### src/rtl/shiftout_pkg.sv
// Shared types and helpers for the daisy-chained shift-register output driver.
package shiftout_pkg;

    typedef enum logic [1:0] {
        IDLE  = 2'd0,
        SHIFT = 2'd1,
        LATCH = 2'd2
    } state_t;

    // Counter width that stays at least one bit for degenerate ranges.
    function automatic int clog2_min1(input int n);
        return ($clog2(n) < 1) ? 1 : $clog2(n);
    endfunction

endpackage

### src/rtl/shiftout_chain_if.sv
// Frame handshake between the frame logic (master) and the shift-out driver (slave).
interface shiftout_chain_if #(
    parameter int DATA_WIDTH = 32,
    parameter int CHANNELS   = 2
);
    logic [CHANNELS*DATA_WIDTH-1:0] IN_DATA;
    logic                           IN_VALID;
    logic                           IN_READY;

    modport master (output IN_DATA, output IN_VALID, input  IN_READY);
    modport slave  (input  IN_DATA, input  IN_VALID, output IN_READY);
endinterface

### src/rtl/shiftout_lane.sv
// One serial lane: parallel-load shift register presenting its current output bit.
module shiftout_lane #(
    parameter int DATA_WIDTH = 32,
    parameter bit MSB_FIRST  = 1'b1
) (
    input  logic                  CLK,
    input  logic                  RST_N,
    input  logic                  load,
    input  logic                  shift,
    input  logic [DATA_WIDTH-1:0] load_data,
    output logic                  bit_out
);

    logic [DATA_WIDTH-1:0] sreg;

    // Zeros are shifted in, so the lane idles at 0 once a frame has been sent.
    always_ff @(posedge CLK) begin
        if (!RST_N) begin
            sreg <= '0;
        end else if (load) begin
            sreg <= load_data;
        end else if (shift) begin
            sreg <= MSB_FIRST ? (sreg << 1) : (sreg >> 1);
        end
    end

    assign bit_out = MSB_FIRST ? sreg[DATA_WIDTH-1] : sreg[0];

endmodule

### src/rtl/shiftout_chain.sv
// Multi-lane 74HC595-style serial driver: shared shift clock and latch, one-deep frame buffer.
module shiftout_chain
    import shiftout_pkg::*;
#(
    parameter int DATA_WIDTH   = 32,
    parameter int CHANNELS     = 2,
    parameter int CLKS_PER_BIT = 12_000,
    parameter bit MSB_FIRST    = 1'b1
) (
    input  logic                CLK,
    input  logic                RST_N,
    shiftout_chain_if.slave     in_if,
    output logic                SHIFT_CLOCK,
    output logic [CHANNELS-1:0] SHIFT_DATA,
    output logic                SHIFT_LATCH,
    output logic                BUSY,
    output logic                FRAME_DONE
);

    localparam int FW = CHANNELS * DATA_WIDTH;
    localparam int PW = clog2_min1(CLKS_PER_BIT);
    localparam int BW = clog2_min1(DATA_WIDTH);
    localparam logic [PW-1:0] PHASE_LAST = PW'(CLKS_PER_BIT - 1);
    localparam logic [PW-1:0] PHASE_HALF = PW'(CLKS_PER_BIT / 2);
    localparam logic [BW-1:0] BIT_LAST   = BW'(DATA_WIDTH - 1);

    if (CLKS_PER_BIT < 2 || (CLKS_PER_BIT % 2) != 0) begin : g_bad_cpb
        $error("shiftout_chain: CLKS_PER_BIT must be even and >= 2");
    end
    if (DATA_WIDTH < 1 || CHANNELS < 1) begin : g_bad_size
        $error("shiftout_chain: DATA_WIDTH and CHANNELS must be >= 1");
    end

    state_t          state, state_nxt;
    logic [PW-1:0]   phase, phase_nxt;
    logic [BW-1:0]   bit_cnt, bit_nxt;
    logic            hold_full;
    logic [FW-1:0]   hold_data;
    logic [FW-1:0]   load_data;
    logic            accept, phase_end;
    logic            lane_load, lane_shift, hold_wr, hold_clr;

    assign in_if.IN_READY = ~hold_full;

    // NOTE: every always_comb output gets a default first, so no path can infer a latch.
    always_comb begin
        accept     = in_if.IN_VALID && !hold_full;
        phase_end  = (phase == PHASE_LAST);
        state_nxt  = state;
        phase_nxt  = phase_end ? '0 : phase + 1'b1;
        bit_nxt    = bit_cnt;
        lane_load  = 1'b0;
        lane_shift = 1'b0;
        load_data  = in_if.IN_DATA;
        hold_wr    = 1'b0;
        hold_clr   = 1'b0;

        unique case (state)
            IDLE: begin
                phase_nxt = '0;
                bit_nxt   = '0;
                if (accept) begin
                    lane_load = 1'b1;
                    state_nxt = SHIFT;
                end
            end
            SHIFT: begin
                hold_wr = accept;
                if (phase_end) begin
                    lane_shift = 1'b1;
                    if (bit_cnt == BIT_LAST) begin
                        state_nxt = LATCH;
                        bit_nxt   = '0;
                    end else begin
                        bit_nxt = bit_cnt + 1'b1;
                    end
                end
            end
            LATCH: begin
                // On the decision edge a fresh frame bypasses the empty hold register.
                hold_wr = accept && !phase_end;
                if (phase_end) begin
                    if (hold_full) begin
                        lane_load = 1'b1;
                        load_data = hold_data;
                        hold_clr  = 1'b1;
                        state_nxt = SHIFT;
                    end else if (accept) begin
                        lane_load = 1'b1;
                        state_nxt = SHIFT;
                    end else begin
                        state_nxt = IDLE;
                    end
                end
            end
            default: begin
                state_nxt = IDLE;
                phase_nxt = '0;
                bit_nxt   = '0;
            end
        endcase
    end

    // NOTE: sequential state uses non-blocking assignments so all registers update together.
    always_ff @(posedge CLK) begin
        if (!RST_N) begin
            state       <= IDLE;
            phase       <= '0;
            bit_cnt     <= '0;
            hold_full   <= 1'b0;
            SHIFT_CLOCK <= 1'b0;
            SHIFT_LATCH <= 1'b1;
            BUSY        <= 1'b0;
            FRAME_DONE  <= 1'b0;
        end else begin
            state   <= state_nxt;
            phase   <= phase_nxt;
            bit_cnt <= bit_nxt;
            if (hold_wr) begin
                hold_full <= 1'b1;
            end else if (hold_clr) begin
                hold_full <= 1'b0;
            end
            // Outputs are registered from the next-state decode, so they line up with state.
            SHIFT_CLOCK <= (state_nxt == SHIFT) && (phase_nxt >= PHASE_HALF);
            SHIFT_LATCH <= (state_nxt == IDLE) ||
                           ((state_nxt == LATCH) && (phase_nxt >= PHASE_HALF));
            BUSY        <= (state_nxt != IDLE);
            FRAME_DONE  <= (state_nxt == LATCH) && (phase_nxt == PHASE_LAST);
        end
    end

    // NOTE: hold_data carries no reset; hold_full alone says whether it is meaningful.
    always_ff @(posedge CLK) begin
        if (hold_wr) begin
            hold_data <= in_if.IN_DATA;
        end
    end

    for (genvar c = 0; c < CHANNELS; c++) begin : g_lane
        shiftout_lane #(
            .DATA_WIDTH (DATA_WIDTH),
            .MSB_FIRST  (MSB_FIRST)
        ) u_lane (
            .CLK       (CLK),
            .RST_N     (RST_N),
            .load      (lane_load),
            .shift     (lane_shift),
            .load_data (load_data[c*DATA_WIDTH +: DATA_WIDTH]),
            .bit_out   (SHIFT_DATA[c])
        );
    end

endmodule

### src/flat_wrapper.sv
// flat-port wrapper written by rule: the top's interface ports become plain ports
module shiftout_chain_flat import shiftout_pkg::*;
#(
    parameter int DATA_WIDTH   = 32,
    parameter int CHANNELS     = 2,
    parameter int CLKS_PER_BIT = 12_000,
    parameter bit MSB_FIRST    = 1'b1
)
  (CLK, RST_N, SHIFT_CLOCK, SHIFT_DATA, SHIFT_LATCH, BUSY, FRAME_DONE, in_if_IN_DATA, in_if_IN_VALID, in_if_IN_READY);
  shiftout_chain_if #(.DATA_WIDTH(DATA_WIDTH), .CHANNELS(CHANNELS)) in_if_i ();
  input  logic CLK;
  input  logic RST_N;
  output logic SHIFT_CLOCK;
  output logic [CHANNELS-1:0] SHIFT_DATA;
  output logic SHIFT_LATCH;
  output logic BUSY;
  output logic FRAME_DONE;
  input wire logic [$bits(in_if_i.IN_DATA)-1:0] in_if_IN_DATA;
  input wire logic [$bits(in_if_i.IN_VALID)-1:0] in_if_IN_VALID;
  output wire logic [$bits(in_if_i.IN_READY)-1:0] in_if_IN_READY;
  assign in_if_i.IN_DATA = in_if_IN_DATA;
  assign in_if_i.IN_VALID = in_if_IN_VALID;
  assign in_if_IN_READY = in_if_i.IN_READY;
  shiftout_chain #(.DATA_WIDTH(DATA_WIDTH), .CHANNELS(CHANNELS), .CLKS_PER_BIT(CLKS_PER_BIT), .MSB_FIRST(MSB_FIRST)) u_core (.CLK(CLK), .RST_N(RST_N), .in_if(in_if_i), .SHIFT_CLOCK(SHIFT_CLOCK), .SHIFT_DATA(SHIFT_DATA), .SHIFT_LATCH(SHIFT_LATCH), .BUSY(BUSY), .FRAME_DONE(FRAME_DONE));
endmodule
### config.mk
export PLATFORM = sky130hd
export DESIGN_NAME = shiftout_chain_flat
export DESIGN_NICKNAME = d
export VERILOG_FILES = /design/src/rtl/shiftout_pkg.sv /design/src/rtl/shiftout_chain_if.sv /design/src/rtl/shiftout_lane.sv /design/src/rtl/shiftout_chain.sv /design/src/flat_wrapper.sv
export SDC_FILE = /design/constraint.sdc
export NUM_CORES = 1
export LEC_CHECK = 0
export CAP_MARGIN = 10
export CORE_MARGIN = 5
export CORE_UTILIZATION = 40
export DETAILED_ROUTE_END_ITERATION = 10
export PLACE_DENSITY = 0.68
export SYNTH_ARGS = -nofsm -noshare
export SYNTH_HDL_FRONTEND = slang
export SYNTH_HIERARCHICAL = 1
export SYNTH_SLANG_ARGS = --single-unit
export TNS_END_PERCENT = 50
### constraint.sdc
create_clock -name CLK -period 3.7 [get_ports CLK]
set_clock_uncertainty 0.15 [all_clocks]
set_input_delay 0.555 -clock CLK [delete_from_list [all_inputs] [get_ports CLK]]
set_output_delay 0.555 -clock CLK [all_outputs]
set_load 0.01 [all_outputs]
* Yosys cells after proc, flatten, opt, wreduce, memory -nomap -nowiden
Cells that the tools add are included.
** Word-level totals
- Logic and storage cells :: 70
- Register bits after elaboration :: 154
- Bits in latches :: 0
- Memories kept :: 0
- Bits in read-only memories :: 0
- RAM bits :: 0
- Output and inout port bits :: 7
- Bits of input ports :: 67
** Operators by class
- Shifts and indexed selects :: 0
- $lt $le $gt $ge :: 1
- Reduce and logical (&&, ||, !) cells :: 15
- Divide/modulo/power cells :: 0
- Mux-type cells :: 31
- $mul :: 0
- Bitwise logic cells :: 2
- Equality and inequality tests :: 8
- Add/subtract/negate cells :: 2
** Operators with widths (count)
- two-way mux 64 bit :: 3
- two-way mux 32 bit :: 4
- equality test 14 bit, second input constant :: 2
- two-way mux 14 bit :: 2
- adder 14 x 1 -> 14 bit, second input constant :: 1
- >= comparator 14 x 13 -> 1 bit, second input constant :: 1
- two-way mux 1 bit :: 11
- two-way mux 2 bit :: 5
- two-way mux 5 bit :: 2
- case mux 5 bit (2 select lines) :: 1
- case mux 2 bit (3 select lines) :: 1
- nonzero test 2 bit :: 3
- adder 5 x 1 -> 5 bit, second input constant :: 1
- equality test 5 bit, second input constant :: 1
- logical AND 1 bit :: 5
- equality test 2 x 1 -> 1 bit, second input constant :: 2
- equality test 2 bit, second input constant :: 2
- logical NOT 2 bit :: 2
- case mux 1 bit (2 select lines) :: 2
- logical NOT 1 bit :: 2
- != test 2 x 1 -> 1 bit, second input constant :: 1
- NOT 1 bit :: 2
- AND reduction 2 bit :: 1
- OR reduction 2 bit :: 1
- logical OR 1 bit :: 1

* Depth between registers and ports, before layout
- Depth in word-level cells :: 9
- Depth in mapped cells :: 11
- Gate-level depth less buffers :: 7

* Modules after synthesis
The synthesis kept the hierarchy.
** By module, submodules not included
- shiftout_chain :: cells each 318, instances 1, area an instance 4252.8 sq um, seq. area each 2442.3 sq um
- shiftout_lane :: cells each 141, instances 2, area an instance 1724.2 sq um, seq. area each 640.6 sq um

* Worst setup path after synthesis
No wires, ideal clock.
- Kind :: reg-to-reg
- Start :: register u_core.phase[0]
- End :: register u_core.hold_data[0] (enable)
- Clock period less this slack :: 3.100 ns
- Buffers on the path :: 1
- Path slack :: 0.600 ns
- Cell stages (with the launch flop) :: 7
- Setup time :: 0.419 ns
- Data required time :: 3.131 ns
- Data arrival time :: 2.531 ns
- Path through :: dfxtp_1 > ha_1 > buf_2 > and4_1 > nand4_2 > and2_1 > o211a_1
** Between the ends
- Longest elaborated chain between the ends :: 4
** Ends and longest elaborated chain
- start: declaration :: line shiftout_chain.sv:35 : logic [PW-1:0] phase, phase_nxt;
- start signal: assignment :: line shiftout_chain.sv:117 : phase <= phase_nxt;
- equality test 14 bit :: line shiftout_chain.sv:48 : phase_end = (phase == PHASE_LAST);
- logical NOT 1 bit :: line shiftout_chain.sv:81 : hold_wr = accept && !phase_end;
- logical AND 1 bit :: line shiftout_chain.sv:81
- case mux 1 bit (2 select lines) :: line shiftout_chain.sv:58 : unique case (state)
- via u_core.hold_wr :: line shiftout_chain.sv:41 : logic lane_load, lane_shift, hold_wr, hold_clr;
- end signal: assignment :: line shiftout_chain.sv:136 : hold_data <= in_if.IN_DATA;
- end: declaration :: line shiftout_chain.sv:38 : logic [FW-1:0] hold_data;
The timed path passes the listed nets, and every way through them passes these cells.
A chain may end at the register's enable or synchronous reset.

* Worst setup path in the final report
- Start :: register u_core.phase[0]
- End :: register u_core.g_lane[1].u_lane.sreg[16]
** Between the ends
- Longest elaborated chain between the ends :: 4
- Elaborated cells on any way between the ends :: 9
- Classes of those cells :: eq/ne (1); mux (7); reduce/logical (1)
** Ends and longest elaborated chain
- equality test 14 bit :: line shiftout_chain.sv:48
- two-way mux 1 bit :: line shiftout_chain.sv:69 : if (phase_end) begin
- two-way mux 1 bit :: line shiftout_chain.sv:58
- via u_core.lane_shift :: line shiftout_chain.sv:41
- nonzero test 2 bit (no source line)
- end signal: assignment :: line shiftout_lane.sv:21 : sreg <= load_data;
- end signal: assignment :: line shiftout_lane.sv:23 : sreg <= MSB_FIRST ? (sreg << 1) : (sreg >> 1);
- end: declaration :: line shiftout_lane.sv:14 : logic [DATA_WIDTH-1:0] sreg;
The timed path passes the listed nets, and every way through them passes these cells.

==> results by group <==
Global routing
  • Initial antenna violation count: 0
  • Largest net degree at the start of global routing: 113
  • GRT Resource Usage Total: 14.1%
  • Vias in the first global route: 5,062
  • First-pass GRT wire length: 25,500 µm
  • Overflow after GRT: 0

Logic synthesis
  • Netlist Area Pre-Place: 0.00770 mm²
  • Synth area leaders: edfxtp_1 (25%), dfxtp_1 (23%), mux2_4 (11%)
  • Area fraction of the dominant cell type after synthesis: 25.0%
  • Ys flop type: dfxtp_1
  • Post-synth EDFFs: 64
  • Synth warnings: 6
  • Ys async rst share: 0%
  • Post-synth cell types: 53
  • Syn Nets: 674
  • Post-synthesis sequential area ratio: 48.4%
  • Yosys reg bits: 154
  • Synthesized netlist cell count: 600
  • Syn_area_per_cell: 12.8 µm²
  • Post-synth top area cell: edfxtp_1

Worst setup path
  • CP startpoint: u_core/phase[0]
  • CP Max Fanout: 23
  • WS Path Type: reg -> reg
  • R2r endpoint: u_core/g_lane[1].u_lane/sreg[16]
  • Reg2reg path depth: 7
  • Worst r2r src: u_core/phase[0]
  • Setup crit start kind: flip-flop
  • Setup crit end: u_core/g_lane[1].u_lane/sreg[16]
  • CP required: 3.86 ns
  • Internal reg-to-reg setup slack: 0.67 ns
  • CP Capture Type: flip-flop
  • WP data arrival: 3.19 ns

Layout
  • Fin area: 0.00922 mm²
  • Most common cell after layout, fill and taps aside: dfxtp_1
  • Share of layout cells above drive strength 1: 25.3%
  • Antenna diode count: 0
  • Storage element area: 0.00372 mm²
  • Commonest non-fill, non-tap cells in the layout: dfxtp_1 (90), clkdlybuf4s50_1 (72), edfxtp_1 (64)
  • FILL cells: 1,669
  • NumNets Final: 733
  • Multi-input gate area: 0.00371 mm²
  • Area grow syn2layout: 19.8%

Placement
  • GPL Wtd Cong: 0.841
  • Detail Placement HPWL: 10,100 µm
  • # port buffers: 73
  • Dpl cell area: 0.00862 mm²

CTS
  • Clk slew on worst S/H paths: 0.06 ns
  • CTS Buf Count: 17
  • Setup repair bufs after CTS: 0
  • Clock Latency Late Sink: 0.42 ns
  • Root buffer cell: clkbuf_16
  • Clock Tree Buf Depth: 2
  • CTS tree: yes
  • Hold_buf cts: 0
  • Clock tree sinks: 154
  • Htree depth: 4
  • PostCTS Resize Cnt: 0

STA
  • Slew @ Worst Pin: 0.590 ns
  • Period utilization: 81.8%
  • Final slew viol count: 0
  • Final hold viol count: 0
  • Fin Setup TNS: 0 ns
  • Fmax: 330 MHz
  • Relative slew slack: 60.7%
  • Final Critical Period: 3.03 ns
  • Setup violations, final: 0
  • RSZ-0062 raised after global routing: false

Power
  • Total power: 4.09 mW
  • Power per standard cell area: 443 mW/mm²
  • P_leak: 3.86 nW
  • Max VDD drop: 0.317 mV

Routing
  • Final wirelength: 15,200 µm
  • Iter 0 DRT Violations: 393
  • Vias per std cell: 5.12
  • Wire length per cell: 16.3 µm
  • Final ANT Viol Nets: 0
  • Initial DRT Pass Iterations: 4
  • # DRC: 0
  • Via Count: 4,771

Hold path
  • Min-Delay Path Class: reg -> reg

Die
  • Initial Util: 40.9%
  • IO Count: 74
  • # rows: 50
  • Die area: 0.0221 mm²
  • Die width: 149 µm
  • Die H: 149 µm
  • Placeable Area: 0.0188 mm²

Job
  • # Max-Cap Violations: 0

Status
  • Status: finished clean
-- cell usage after synthesis (all sizes together) (2+ instances only) --
master and number:
a21boi 6, a21o 2, a21oi 6, a22oi 3, and2 5, and3 4, and4 5, buf 30
clkbuf 11, dfxtp 90, edfxtp 64, ha 7, inv 8, mux2 126, nand2 15, nand2b 45
nand3 8, nand4 8, nor2 20, nor2b 4, nor3 8, nor4 6, nor4b 3, o211a 63
o21a 2, o21ai 5, or2b 20, or3b 2, xnor2 8, xor2 5
-- state kept, by name (all words and copies together) (netlist names) --
signal                     count
u_core/g_lane.u_lane/sreg     64
u_core/BUSY                    1
u_core/state                   2
u_core/phase                  14
u_core/FRAME_DONE              1
u_core/SHIFT_CLOCK             1
u_core/SHIFT_LATCH             1
u_core/hold_full               1
u_core/bit_cnt                 5
u_core/hold_data              64
-- final cells by class --
type	count	share of cell area, %
clock buffer	29	6.33
multi-input combinational	397	40.2
clock inverter	3	0.203
sequential	154	40.4
inverter	8	0.326
tap	260	3.53
timing repair buffer	81	9.06
-- worst max-delay path: stages, from the launching register on --
cell,delay [ns]
dfxtp_1,0.45
ha_1,0.34
and4_1,0.26
and4_1,0.37
and2_4,0.48
buf_4,0.33
mux2_4,0.32
o211a_1,0.21
-- report_power, final --
part | internal, mW | leakage (nW) | total [mW] | switching (mW)
combinational | 0.278 | 2.24 | 0.453 | 0.175
clock | 1.07 | 0.299 | 1.72 | 0.653
sequential | 1.86 | 1.32 | 1.91 | 0.0487
total | 3.21 | 3.86 | 4.09 | 0.876
-- cells by family (layout without fill, tap and decap cells) --
family,count (synthesis),count (layout),share of synthesized area [%]
compound gates,95,95,11.3
buf+inv,49,121,3.85
xor+xnor,13,13,1.48
simple gates,156,156,12.7
flops,154,154,48.4
mux,126,126,21.3
fa+ha+maj,7,7,1.14
-- routing by layer --
| layer | part of all wire [%] | global-route usage [%] | vias to the layer above |
|---|---|---|---|
| li1 | - | - | 2333 |
| met1 | 47 | 18.5 | 2328 |
| met2 | 47 | 22.7 | 88 |
| met3 | 4.2 | 3.28 | 22 |
| met4 | 2.0 | 5.90 | 0 |
| met5 | 0 | 0 | - |
-- per-stage QoR --
stage          hold WS (ns)  setup WS [ns]  utilization (%)  instances
2_1_floorplan         0.295          0.600                -        600
3_3_place_gp          0.305          0.800             45.8        900
3_5_place_dp          0.322          0.703             45.8        900
4_1_cts               0.328          0.677             49.0        932
5_1_grt               0.360          0.522             49.0        932
6_report              0.321          0.672             49.0        932
-- how the worst min path moves through the flow --
stage / slack (ns) / cells after the start / from / to
after CTS: 0.33 / 2 / u_core/bit_cnt[4] / u_core/bit_cnt[4]
after floorplan: 0.30 / 2 / u_core/bit_cnt[4] / u_core/bit_cnt[4]
final: 0.32 / 2 / u_core/bit_cnt[4] / u_core/bit_cnt[4]
after global routing: 0.36 / 2 / u_core/bit_cnt[4] / u_core/bit_cnt[4]
after detailed placement: 0.32 / 2 / u_core/bit_cnt[4] / u_core/bit_cnt[4]
after global placement: 0.30 / 2 / u_core/bit_cnt[4] / u_core/bit_cnt[4]
Power figures use the tool's default switching activity.
